$ cat src/rtl/game_state_ctrl.sv
// Game flow controller for a Frogger-style game. Tracks the current game
// phase (idle, play, dying, scored, game over), the player's lives, score
// and level, and produces the enables and pulses that drive the frog, the
// cars and the video blink.
module game_state_ctrl #(
  parameter int c_LIVES        = 3,
  parameter int c_DEATH_FRAMES = 60,
  parameter int c_SCORE_FRAMES = 30,
  parameter int c_LEVEL_STEP   = 5,
  parameter int c_MAX_LEVEL    = 7,
  parameter int c_MAX_SCORE    = 99,
  parameter int c_GOAL_ROW     = 0
) (
  input  logic       i_Clk,
  input  logic       i_Reset,
  input  logic       i_VSync,
  input  logic       i_Game_Start,
  input  logic       i_Collided,
  input  logic [5:0] i_Frogger_Y,
  output logic [2:0] o_State,
  output logic       o_Frog_Reset,
  output logic       o_Move_Enable,
  output logic       o_Cars_Enable,
  output logic       o_Flash,
  output logic [1:0] o_Lives,
  output logic [6:0] o_Score,
  output logic [2:0] o_Level
);

  typedef enum logic [2:0] {
    IDLE      = 3'd0,
    PLAY      = 3'd1,
    DYING     = 3'd2,
    SCORED    = 3'd3,
    GAME_OVER = 3'd4
  } state_t;

  // The frame counter must hold the longer of the two timed phases, and at
  // least three bits so the 8-frame blink period can be read from it.
  localparam int MAX_FRAMES = (c_DEATH_FRAMES > c_SCORE_FRAMES) ? c_DEATH_FRAMES : c_SCORE_FRAMES;
  localparam int FRAME_W    = ($clog2(MAX_FRAMES + 1) < 3) ? 3 : $clog2(MAX_FRAMES + 1);
  localparam int STEP_W     = (c_LEVEL_STEP > 1) ? $clog2(c_LEVEL_STEP) : 1;

  localparam logic [FRAME_W-1:0] DEATH_LAST = FRAME_W'(c_DEATH_FRAMES - 1);
  localparam logic [FRAME_W-1:0] SCORE_LAST = FRAME_W'(c_SCORE_FRAMES - 1);
  localparam logic [STEP_W-1:0]  STEP_LAST  = STEP_W'(c_LEVEL_STEP - 1);
  localparam logic [1:0]         LIVES_INIT = 2'(c_LIVES);
  localparam logic [6:0]         MAX_SCORE  = 7'(c_MAX_SCORE);
  localparam logic [2:0]         MAX_LEVEL  = 3'(c_MAX_LEVEL);
  localparam logic [5:0]         GOAL_ROW   = 6'(c_GOAL_ROW);

  state_t               state;
  state_t               state_nxt;
  logic                 vsync_q;
  logic                 start_q;
  logic                 tick;
  logic                 start_edge;
  logic                 collide_hit;
  logic                 goal_hit;
  logic                 entering;
  logic                 coll_block;
  logic [FRAME_W-1:0]   frame_cnt;
  logic [STEP_W-1:0]    step_cnt;
  logic                 frog_reset;
  logic                 move_en;
  logic                 cars_en;
  logic                 flash;
  logic [1:0]           lives;
  logic [6:0]           score;
  logic [2:0]           level;

  assign tick       = i_VSync & ~vsync_q;
  assign start_edge = i_Game_Start & ~start_q;
  // A held collision only costs one life: coll_block stays set until the
  // collision input drops.
  assign collide_hit = i_Collided & ~coll_block;
  assign goal_hit    = (i_Frogger_Y == GOAL_ROW) & ~i_Collided;
  assign entering    = (state_nxt != state);

  // Delay the frame sync and start button by one cycle for edge detection.
  always_ff @(posedge i_Clk) begin
    if (i_Reset) begin
      vsync_q <= 1'b0;
      start_q <= 1'b0;
    end else begin
      vsync_q <= i_VSync;
      start_q <= i_Game_Start;
    end
  end

  // Decide the next game phase from the current phase and this cycle's events.
  always_comb begin
    state_nxt = state;
    case (state)
      IDLE, GAME_OVER: if (start_edge) state_nxt = PLAY;
      PLAY: begin
        if (collide_hit)   state_nxt = DYING;
        else if (goal_hit) state_nxt = SCORED;
      end
      DYING:  if (tick && frame_cnt == DEATH_LAST) state_nxt = (lives == 2'd0) ? GAME_OVER : PLAY;
      SCORED: if (tick && frame_cnt == SCORE_LAST) state_nxt = PLAY;
      default: state_nxt = IDLE;
    endcase
  end

  // Register the phase, all outputs and the game counters together.
  always_ff @(posedge i_Clk) begin
    if (i_Reset) begin
      state      <= IDLE;
      frame_cnt  <= '0;
      step_cnt   <= '0;
      coll_block <= 1'b0;
      frog_reset <= 1'b0;
      move_en    <= 1'b0;
      cars_en    <= 1'b0;
      flash      <= 1'b0;
      lives      <= LIVES_INIT;
      score      <= '0;
      level      <= '0;
    end else begin
      state      <= state_nxt;
      move_en    <= (state_nxt == PLAY);
      cars_en    <= (state_nxt == PLAY) || (state_nxt == DYING) || (state_nxt == SCORED);
      frog_reset <= entering && ((state_nxt == PLAY) || (state_nxt == SCORED));

      // A tick in the cycle that changes phase belongs to neither phase.
      if (entering)
        frame_cnt <= '0;
      else if (tick && (state == DYING || state == SCORED))
        frame_cnt <= frame_cnt + FRAME_W'(1);

      // Blink starts lit on entering DYING and flips on every 8th tick.
      if (state_nxt != DYING)
        flash <= 1'b0;
      else if (entering)
        flash <= 1'b1;
      else if (tick && frame_cnt[2:0] == 3'd7)
        flash <= ~flash;

      if (!i_Collided)
        coll_block <= 1'b0;
      else if (state == PLAY && collide_hit)
        coll_block <= 1'b1;

      case (state)
        IDLE, GAME_OVER: begin
          if (start_edge) begin
            lives    <= LIVES_INIT;
            score    <= '0;
            level    <= '0;
            step_cnt <= '0;
          end
        end
        PLAY: begin
          if (collide_hit) begin
            if (lives != 2'd0) lives <= lives - 2'd1;
          end else if (goal_hit && score < MAX_SCORE) begin
            score <= score + 7'd1;
            if (step_cnt == STEP_LAST) begin
              step_cnt <= '0;
              if (level < MAX_LEVEL) level <= level + 3'd1;
            end else begin
              step_cnt <= step_cnt + STEP_W'(1);
            end
          end
        end
        default: ;
      endcase
    end
  end

  assign o_State       = state;
  assign o_Frog_Reset  = frog_reset;
  assign o_Move_Enable = move_en;
  assign o_Cars_Enable = cars_en;
  assign o_Flash       = flash;
  assign o_Lives       = lives;
  assign o_Score       = score;
  assign o_Level       = level;

endmodule

$ cat config.mk
export PLATFORM = sky130hd
export DESIGN_NAME = game_state_ctrl
export DESIGN_NICKNAME = d
export VERILOG_FILES = /design/src/rtl/game_state_ctrl.sv
export SDC_FILE = /design/constraint.sdc
export NUM_CORES = 1
export LEC_CHECK = 0
export ABC_CLOCK_PERIOD_IN_PS = 2700
export BUFFER_PORTS_ARGS = -buffer_cell sky130_fd_sc_hd__buf_2
export CORE_UTILIZATION = 55
export CTS_BUF_LIST = sky130_fd_sc_hd__clkbuf_4
export CTS_CLUSTER_DIAMETER = 50
export DETAILED_ROUTE_END_ITERATION = 10
export PLACE_DENSITY = 0.8
export RECOVER_POWER = 25
export SLEW_MARGIN = 20
export SYNTH_ARGS = -nofsm -noshare
export SYNTH_HDL_FRONTEND = slang
export SYNTH_SLANG_ARGS = --single-unit
$ cat constraint.sdc
create_clock -name i_Clk -period 2.7 [get_ports i_Clk]
set_input_delay 0.27 -clock i_Clk [delete_from_list [all_inputs] [get_ports i_Clk]]
set_output_delay 0.27 -clock i_Clk [all_outputs]
set_load 0.01 [all_outputs]
==> impl_metrics.toml, run 1 <==
[critical_path]
critPathKind = "reg -> reg"
cp-start-kind = "register"
cp_top_family = "simple AND/OR/NAND/NOR gates"
required_ns = 2.95
end_kind = "register"
cp_max_fo = 11
path_cells = "nor4b_4 > or2_0 > o32a_1 > or4_1 > a211oi_2"
critPathSlowestCell = "dfxtp_1"
cp.buffers_inverters = 0
arrival_ns = 2.44
critPathMaxStageDelay_ns = 0.56

[placed_design]
routabilityCongestion = 0.852
io_buffer_count = 29
placed_cells = 229
dp_hpwl_um = 2420

[cells_and_area]
stdcell_count = 235
nFillCells = 213
final_util = 0.673
antennaDiodeCount = 0
layout-drive-gt1-share = 0.146
syn_to_final_growth_pct = 11.9
fin_nets = 225

[pwr]
pwr_density_cell_mw_per_mm2 = 470
p_leak_nw = 0.717
irDropWorstVdd_mv = 0.369

[floorplan]
die_w_um = 55.0
rows = 18
ios = 30
start_util = 0.602
dieArea_mm2 = 0.00303
fp.coreArea_mm2 = 0.00257
fp.dieH_um = 55.0

[logic_synthesis]
synth-seq-cells = 31
syn_nets = 194
netlist_instances = 175
ys.flop_type = "dfxtp_1"
ys_seq_area_frac = 0.402
syn_area_mm2 = 0.00155
postSynthAreaPerCell_um2 = 8.83
synth_edf_count = 0
async_flop_share = 0
ys_types = 46
yosys_warnings = 0

[cts]
cts_resized = 0
cts_tree = "built"
clock-sinks = 31
post_cts_buffers = 0
clk_latency_ns = 0.32
cts_max_path_buffers = 2
path_clk_slew_ns = 0.09
cts_buffers = 5
htreeDepth = 2
cts-root-buf = "clkbuf_4"
postCtsHoldBufs = 0

[grt]
grt.total_usage = 0.249
grt_max_degree = 19
overflow = 0
antenna_found_initial = 0
grt_pass1_wl_um = 5240
grt_pass1_vias = 1250

[min_path]
hold_class = "in -> reg"

[sta]
skew_ns = 0.00735
layout_min_cycle_time_ns = 2.19
relSlewSlack = 0.446
tightestPinTransition_ns = 0.831
period_share = 0.811
tns_ns = 0
finalHoldViolations = 0
max_freq_mhz = 457
finalMaxSlewViolations = 0
setup-violations-final = 0
rsz0062_at_grt = "false"

[job]
max_cap_violations = 0

[drt]
vias_per_cell = 5.82
drc_errors = 0
drtIter0Drc = 26
vias = 1367
ant_nets = 0
wire_per_inst_um = 14.1
wl_um = 3310
firstDrtPassIters = 4

[status]
run_status = "completed"
flip-flops by register name (all words and copies together), names as in the netlist, 2 cells and up:
signal,count
frame_cnt,6
o_Level,3
o_Lives,2
o_Score,7
o_State,3
step_cnt,3
Yosys cell counts (2+ instances only):
cell / number / area (um^2)
nand2_1: 10 / 37.5
or2_2: 2 / 12.5
inv_1: 6 / 22.5
buf_2: 3 / 15.0
nor3b_1: 3 / 22.5
nor2_1: 21 / 78.8
and3_1: 2 / 12.5
o21ai_0: 4 / 20.0
nand4_1: 4 / 25.0
nor3_1: 6 / 30.0
nand2b_1: 6 / 37.5
ha_1: 8 / 100
xnor2_1: 2 / 17.5
a21oi_1: 14 / 70.1
o2111ai_1: 2 / 17.5
nor4_1: 2 / 12.5
dfxtp_1: 31 / 621
or3_1: 3 / 18.8
nand3_1: 7 / 35.0
xor2_1: 7 / 61.3
nor2b_1: 6 / 37.5
mux2i_1: 2 / 20.0
cells by family after synthesis:
family | after synthesis | synth area share
AND/OR/NAND/NOR | 80 | 0.287
AO/OA/AOI/OAI | 33 | 0.144
flip-flops | 31 | 0.402
buffers and inverters | 12 | 0.0389
XOR/XNOR | 9 | 0.0510
adder cells (fa/ha/maj) | 8 | 0.0648
multiplexers | 2 | 0.0130
worst paths after layout:
path	startpoint	end	slack, ns	cells after the start
worst max-delay path	o_State[1]	frame_cnt[1]	0.51	5
worst max register to register	o_State[1]	frame_cnt[1]	0.51	5
worst min-delay path	i_Game_Start	start_q	0.21	2
worst min register to register	o_Level[1]	o_Level[1]	0.49	2
metrics by stage:
step | hold slack [ns] | cell area, um^2 | total power, mW | worst slack [ns]
floorplan | 0.342 | 1550 | 0.552 | 0.741
global placement | 0.458 | 1700 | 0.577 | 0.589
detailed placement | 0.474 | 1700 | 0.580 | 0.535
CTS | 0.201 | 1740 | 0.819 | 0.492
global route | 0.214 | 1730 | 0.847 | 0.329
finish | 0.206 | 1730 | 0.812 | 0.511
cell usage in the layout, fill, tap and decap left out, types with 2 or more instances in the layout:
cell and instances:
nand2b_1 6, or3_1 3, xnor2_1 2, nor3b_1 3, nand3_1 7, mux2i_1 2, nand4_1 4, xor2_1 7
nor2_1 21, inv_1 6, nor3_1 6, nor4_1 2, a21oi_1 14, o2111ai_1 2, buf_2 18, clkbuf_4 6
and3_1 2, nand2_1 10, clkbuf_1 11, or2_2 2, dfxtp_1 31, ha_1 8, o21ai_0 4, nor2b_1 6
report_power, final:
part	internal (mW)	switching (mW)	total [mW]	leakage (nW)
logic	0.0369	0.0517	0.0887	0.438
clock network	0.102	0.142	0.245	0.0276
registers	0.468	0.0111	0.479	0.251
total	0.607	0.205	0.812	0.717
worst register-to-register path: stages, from the launching register on:
cell and delay (ns):
dfxtp_1 0.56, nor4b_4 0.13, or2_0 0.34, o32a_1 0.33
or4_1 0.53, a211oi_2 0.23
final cells by class:
type | instances | area [um^2] | share of cell area
Timing Repair Buffer | 30 | 139 | 0.0803
Inverter | 6 | 22.5 | 0.0130
Clock buffer | 6 | 45.0 | 0.0260
Tap cell | 30 | 37.5 | 0.0217
Multi-Input combinational cell | 132 | 865 | 0.500
Sequential cell | 31 | 621 | 0.359
layer usage:
metal  wire length [um]  global-route usage  vias to the layer above
met3                194              0.0765                       13
met5                  0                   0                        -
met2               1610               0.444                       42
li1                   -                   -                      683
met4                 77               0.113                        0
met1               1430               0.268                      629
Power figures use the tool's default switching activity.
==> run 2, diff against run 1 <==
--- a/config.mk
+++ b/config.mk
@@ -5,13 +5,13 @@
 export SDC_FILE = /design/constraint.sdc
 export NUM_CORES = 1
 export LEC_CHECK = 0
-export ABC_CLOCK_PERIOD_IN_PS = 2700
+export ABC_CLOCK_PERIOD_IN_PS = 1880
 export BUFFER_PORTS_ARGS = -buffer_cell sky130_fd_sc_hd__buf_2
-export CORE_UTILIZATION = 55
+export CORE_UTILIZATION = 51
 export CTS_BUF_LIST = sky130_fd_sc_hd__clkbuf_4
 export CTS_CLUSTER_DIAMETER = 50
 export DETAILED_ROUTE_END_ITERATION = 10
-export PLACE_DENSITY = 0.8
+export PLACE_DENSITY = 0.78
 export RECOVER_POWER = 25
 export SLEW_MARGIN = 20
 export SYNTH_ARGS = -nofsm -noshare
==> constraint.sdc (replaced) <==
create_clock -name i_Clk -period 1.88 [get_ports i_Clk]
set_input_delay 0.188 -clock i_Clk [delete_from_list [all_inputs] [get_ports i_Clk]]
set_output_delay 0.188 -clock i_Clk [all_outputs]
set_load 0.01 [all_outputs]
==> run 2 against run 1 <==
The flow now finishes with violations (DRC). Sequential share of layout area decreased by 3.6 points. Highest routed layer unchanged. Critical path depth unchanged. Clock power increased by 56%. Non-clock buffer count increased by 21. Largest cell class unchanged. Total power increased by 52%. Design area increased by 12%.
==> impl_metrics.toml, run 2 (same netlist as run 1, synthesis figures left out) <==
[sta]
tightestPinTransition_ns = 0.806
period_share = 0.980
finalHoldViolations = 0
layout_min_cycle_time_ns = 1.84
max_freq_mhz = 543
relSlewSlack = 0.463
skew_ns = 0.0144
setup-violations-final = 0
finalMaxSlewViolations = 0

[floorplan]
fp.coreArea_mm2 = 0.00281
start_util = 0.551
dieArea_mm2 = 0.00325
rows = 19
ios = 30
fp.dieH_um = 57.0
die_w_um = 57.0

[drt]
vias = 1500
wire_per_inst_um = 15.3
drtIter0Drc = 79
drc_errors = 6
vias_per_cell = 5.79
firstDrtPassIters = 7
wl_um = 3970
ant_nets = 0

[cells_and_area]
layout-drive-gt1-share = 0.281
largest_reg_flops = 7
fin_nets = 246
syn_to_final_growth_pct = 25.8
layout_common_cells = "27 x dfxtp_1, 21 x nor2_1, 21 x buf_4"
antennaDiodeCount = 0
nFillCells = 219
stdcell_count = 259
final_common_cell = "dfxtp_1"
fin_area_mm2 = 0.00194
final_util = 0.693

[cts]
cts_buffers = 5
cts_max_path_buffers = 2
postCtsHoldBufs = 0
clock-sinks = 31
cts-root-buf = "clkbuf_4"
htreeDepth = 2
clk_latency_ns = 0.34
post_cts_buffers = 0
cts_tree = "built"
path_clk_slew_ns = 0.10

[min_path]
hold_class = "in -> reg"
min-delay-start = "i_Game_Start"

[grt]
grt_max_degree = 18
grt_pass1_wl_um = 6310
grt.total_usage = 0.253
overflow = 0
antenna_found_initial = 0
grt_pass1_vias = 1446

[critical_path]
critical_path.most_common_cell = "nor3_1"
rr_startpoint = "o_State[2]"
path_cells = "or4bb_1 > nor3_1 > buf_4 > nor3_1 > a21oi_1"
critPathSlowestCell = "or4bb_1"
critPathKind = "reg -> reg"
critPathMaxStageDelay_ns = 0.58
startpoint = "o_State[2]"
cp.buffers_inverters = 1
end_kind = "register"
cp_max_fo = 4
required_ns = 2.16
arrival_ns = 2.12
cp-start-kind = "register"
cp_top_family = "simple AND/OR/NAND/NOR gates"

[pwr]
p_leak_nw = 0.831
irDropWorstVdd_mv = 0.515
power.total_mw = 1.23
pwr_density_cell_mw_per_mm2 = 633

[placed_design]
io_buffer_count = 29
place_area_mm2 = 0.00186
dp_hpwl_um = 2880
routabilityCongestion = 0.894
placed_cells = 251

[status]
run_status = "finished with violations"
violations = "DRC"

[job]
max_cap_violations = 0
-- run 2: power breakdown --
group	total [mW]	leakage, nW	switching, mW	internal [mW]
Sequential	0.688	0.253	0.0152	0.672
Combinational	0.160	0.547	0.0884	0.0720
Clock	0.383	0.0307	0.230	0.153
Total	1.23	0.831	0.334	0.897
-- run 2: path summary, 6_finish.rpt --
path                                endpoint  slack [ns]  depth (start not counted)
worst max-delay path            o_Frog_Reset        0.04                          5
worst min-delay path                 start_q        0.10                          2
worst max register to register  o_Frog_Reset        0.04                          5
worst min register to register    o_Level[1]        0.49                          2
-- run 2: final cells by class --
cell class	count	area, um^2	area share
inverter	6	22.5	0.0116
tap	31	38.8	0.0199
multi-input combinational	132	907	0.467
clock inverter	2	7.51	0.00386
timing repair buffer	51	295	0.152
sequential	31	628	0.323
clock buffer	6	45.0	0.0232
-- run 2: worst reg2reg max path: cells and delay by family (launching register included) --
family                 cells  cell delay [ns]
AOI/OAI and AO/OA          1             0.19
buffers and inverters      1             0.19
DFF                        1             0.36
and+or+nand+nor            3             1.04
-- run 2: timing repair --
action | CTS | global route
pin swaps | 0 | 3
resized for setup | 2 | 9
endpoints found under the setup margin | 10 | 12
-- run 2: metrics by stage --
| stage | hold slack (ns) | TNS (ns) | setup WS (ns) |
|---|---|---|---|
| floorplan | 0.260 | -0.0197 | -0.0197 |
| global placement | 0.427 | 0 | 0.00132 |
| detailed placement | 0.456 | -0.113 | -0.0743 |
| CTS | 0.110 | -0.00438 | -0.00438 |
| global route | 0.117 | -0.103 | -0.0729 |
| finish | 0.104 | 0 | 0.0377 |
-- run 2: per-layer routing --
metal | GRT usage | part of all wire | vias to the layer above
met4 | 0.125 | 0.034 | 0
met1 | 0.284 | 0.42 | 715
met5 | 0 | 0 | -
li1 | - | - | 726
met3 | 0.0771 | 0.047 | 16
met2 | 0.434 | 0.50 | 43
==> run 3, diff against run 2 <==
--- a/config.mk
+++ b/config.mk
@@ -13,6 +13,7 @@
 export DETAILED_ROUTE_END_ITERATION = 10
 export PLACE_DENSITY = 0.78
 export RECOVER_POWER = 25
+export REMOVE_ABC_BUFFERS = 1
 export SLEW_MARGIN = 20
 export SYNTH_ARGS = -nofsm -noshare
 export SYNTH_HDL_FRONTEND = slang
==> run 3 against run 2 <==
Die area stayed put. Critical path type unchanged. Hold slack worse by 0.0058 ns. Sequential power hardly changed. Critical endpoint is now o_Flash. The flow finishes with violations (DRC, setup timing).
==> impl_metrics.toml, run 3 (same netlist as run 1, synthesis figures left out) <==
[status]
run_status = "finished with violations"
violations = "DRC, setup timing"

[cts]
cts_max_path_buffers = 2
cts-root-buf = "clkbuf_4"
htreeDepth = 2
cts_buffers = 5
cts_tree = "built"
clock-sinks = 31
clk_latency_ns = 0.35
path_clk_slew_ns = 0.11

[sta]
period_share = 1.01
tightestPinTransition_ns = 0.759
finalHoldViolations = 0
skew_ns = 0.0105
fin_ws_ns = -0.0107
tns_ns = -0.0107
rsz0062_at_grt = "true"
relSlewSlack = 0.494
setup-violations-final = 1
finalMaxSlewViolations = 0
layout_min_cycle_time_ns = 1.89
max_freq_mhz = 529
hold-worst-slack_ns = 0.0978

[critical_path]
startpoint = "frame_cnt[1]"
critPathMaxStageDelay_ns = 0.38
critPathSlowestCell = "dfxtp_4"
critPathKind = "reg -> reg"
cp.buffers_inverters = 1
cp_top_family = "compound AO/OA/AOI/OAI gates"
required_ns = 2.13
rr_startpoint = "frame_cnt[1]"
cp-start-kind = "register"
path_cells = "ha_4 > nand4bb_4 > buf_6 > a211oi_2 > o221a_2 > or3_4 > o311a_1"
arrival_ns = 2.14
cp_max_fo = 4
end_kind = "register"

[drt]
vias_per_cell = 5.75
wl_um = 3950
vias = 1519
routed.top_layer = "met4"
firstDrtPassIters = 7
wire_per_inst_um = 15.0
ant_nets = 0
drc_errors = 4
drtIter0Drc = 71
wl_met3_um = 266
wl_met1_um = 1680
wl_met2_um = 1900

[pwr]
power.total_mw = 1.37
pwr_density_cell_mw_per_mm2 = 676
irDropWorstVdd_mv = 0.584
p_leak_nw = 0.868

[cells_and_area]
layout_common_cells = "26 x dfxtp_1, 25 x buf_4, 21 x nor2_1"
stdcell_count = 264
regArea_um2 = 632
final_util = 0.724
final_common_cell = "dfxtp_1"
nFillCells = 208
antennaDiodeCount = 0
fin_nets = 251
largest_reg_flops = 7
layout-drive-gt1-share = 0.309
multi_input_area_um2 = 926
syn_to_final_growth_pct = 31.4
fin_area_mm2 = 0.00203

[grt]
grt_max_degree = 18
overflow = 0
grt_pass1_wl_um = 6060
grt_pass1_vias = 1393
antenna_found_initial = 0
grt.total_usage = 0.253

[floorplan]
rows = 19
die_w_um = 57.0
fp.coreArea_mm2 = 0.00281
start_util = 0.551
dieArea_mm2 = 0.00325
ios = 30
fp.dieH_um = 57.0

[min_path]
hold_class = "in -> reg"
min-delay-start = "i_VSync"

[placed_design]
place_ws_ns = -0.100
placed_cells = 253
place_area_mm2 = 0.00187
dp_hpwl_um = 2770
io_buffer_count = 29
routabilityCongestion = 0.908

[job]
max_cap_violations = 0
## run 3: changes by cell type in the layout (fill, tap and decap cells not counted), sizes merged
cell / delta
bufinv: +1
buf: +4
## run 3: final cells by class
| type | count | share of cell area |
|---|---|---|
| Multi-Input combinational cell | 132 | 0.456 |
| Sequential cell | 31 | 0.311 |
| Timing Repair Buffer | 56 | 0.165 |
| Clock inverter | 3 | 0.0191 |
| Tap cell | 31 | 0.0191 |
| Clock buffer | 5 | 0.0185 |
| Inverter | 6 | 0.0111 |
## run 3: repair_timing
item,CTS,global route
buffers inserted,1,2
gates resized for setup,6,14
cloned,0,0
setup endpoints to repair,17,19
pin swaps,2,5
hold buffers,0,0
## run 3: worst paths after layout
| check | endpoint | slack, ns | cells past startpoint |
|---|---|---|---|
| min | vsync_q | 0.1 | 2 |
| max | o_Flash | -0.01 | 7 |
| max reg2reg | o_Flash | -0.01 | 7 |
| min reg2reg | o_Level[1] | 0.50 | 2 |
## run 3: report_power, final
part	switching, mW	internal (mW)	total (mW)
clock	0.242	0.273	0.516
sequential	0.0144	0.671	0.686
combinational	0.0901	0.0821	0.172
total	0.347	1.03	1.37
## run 3: routing by layer
layer | vias to the layer above | GRT usage
met4 | 0 | 0.164
met1 | 705 | 0.297
met3 | 14 | 0.0703
met5 | - | 0
li1 | 739 | -
met2 | 61 | 0.407
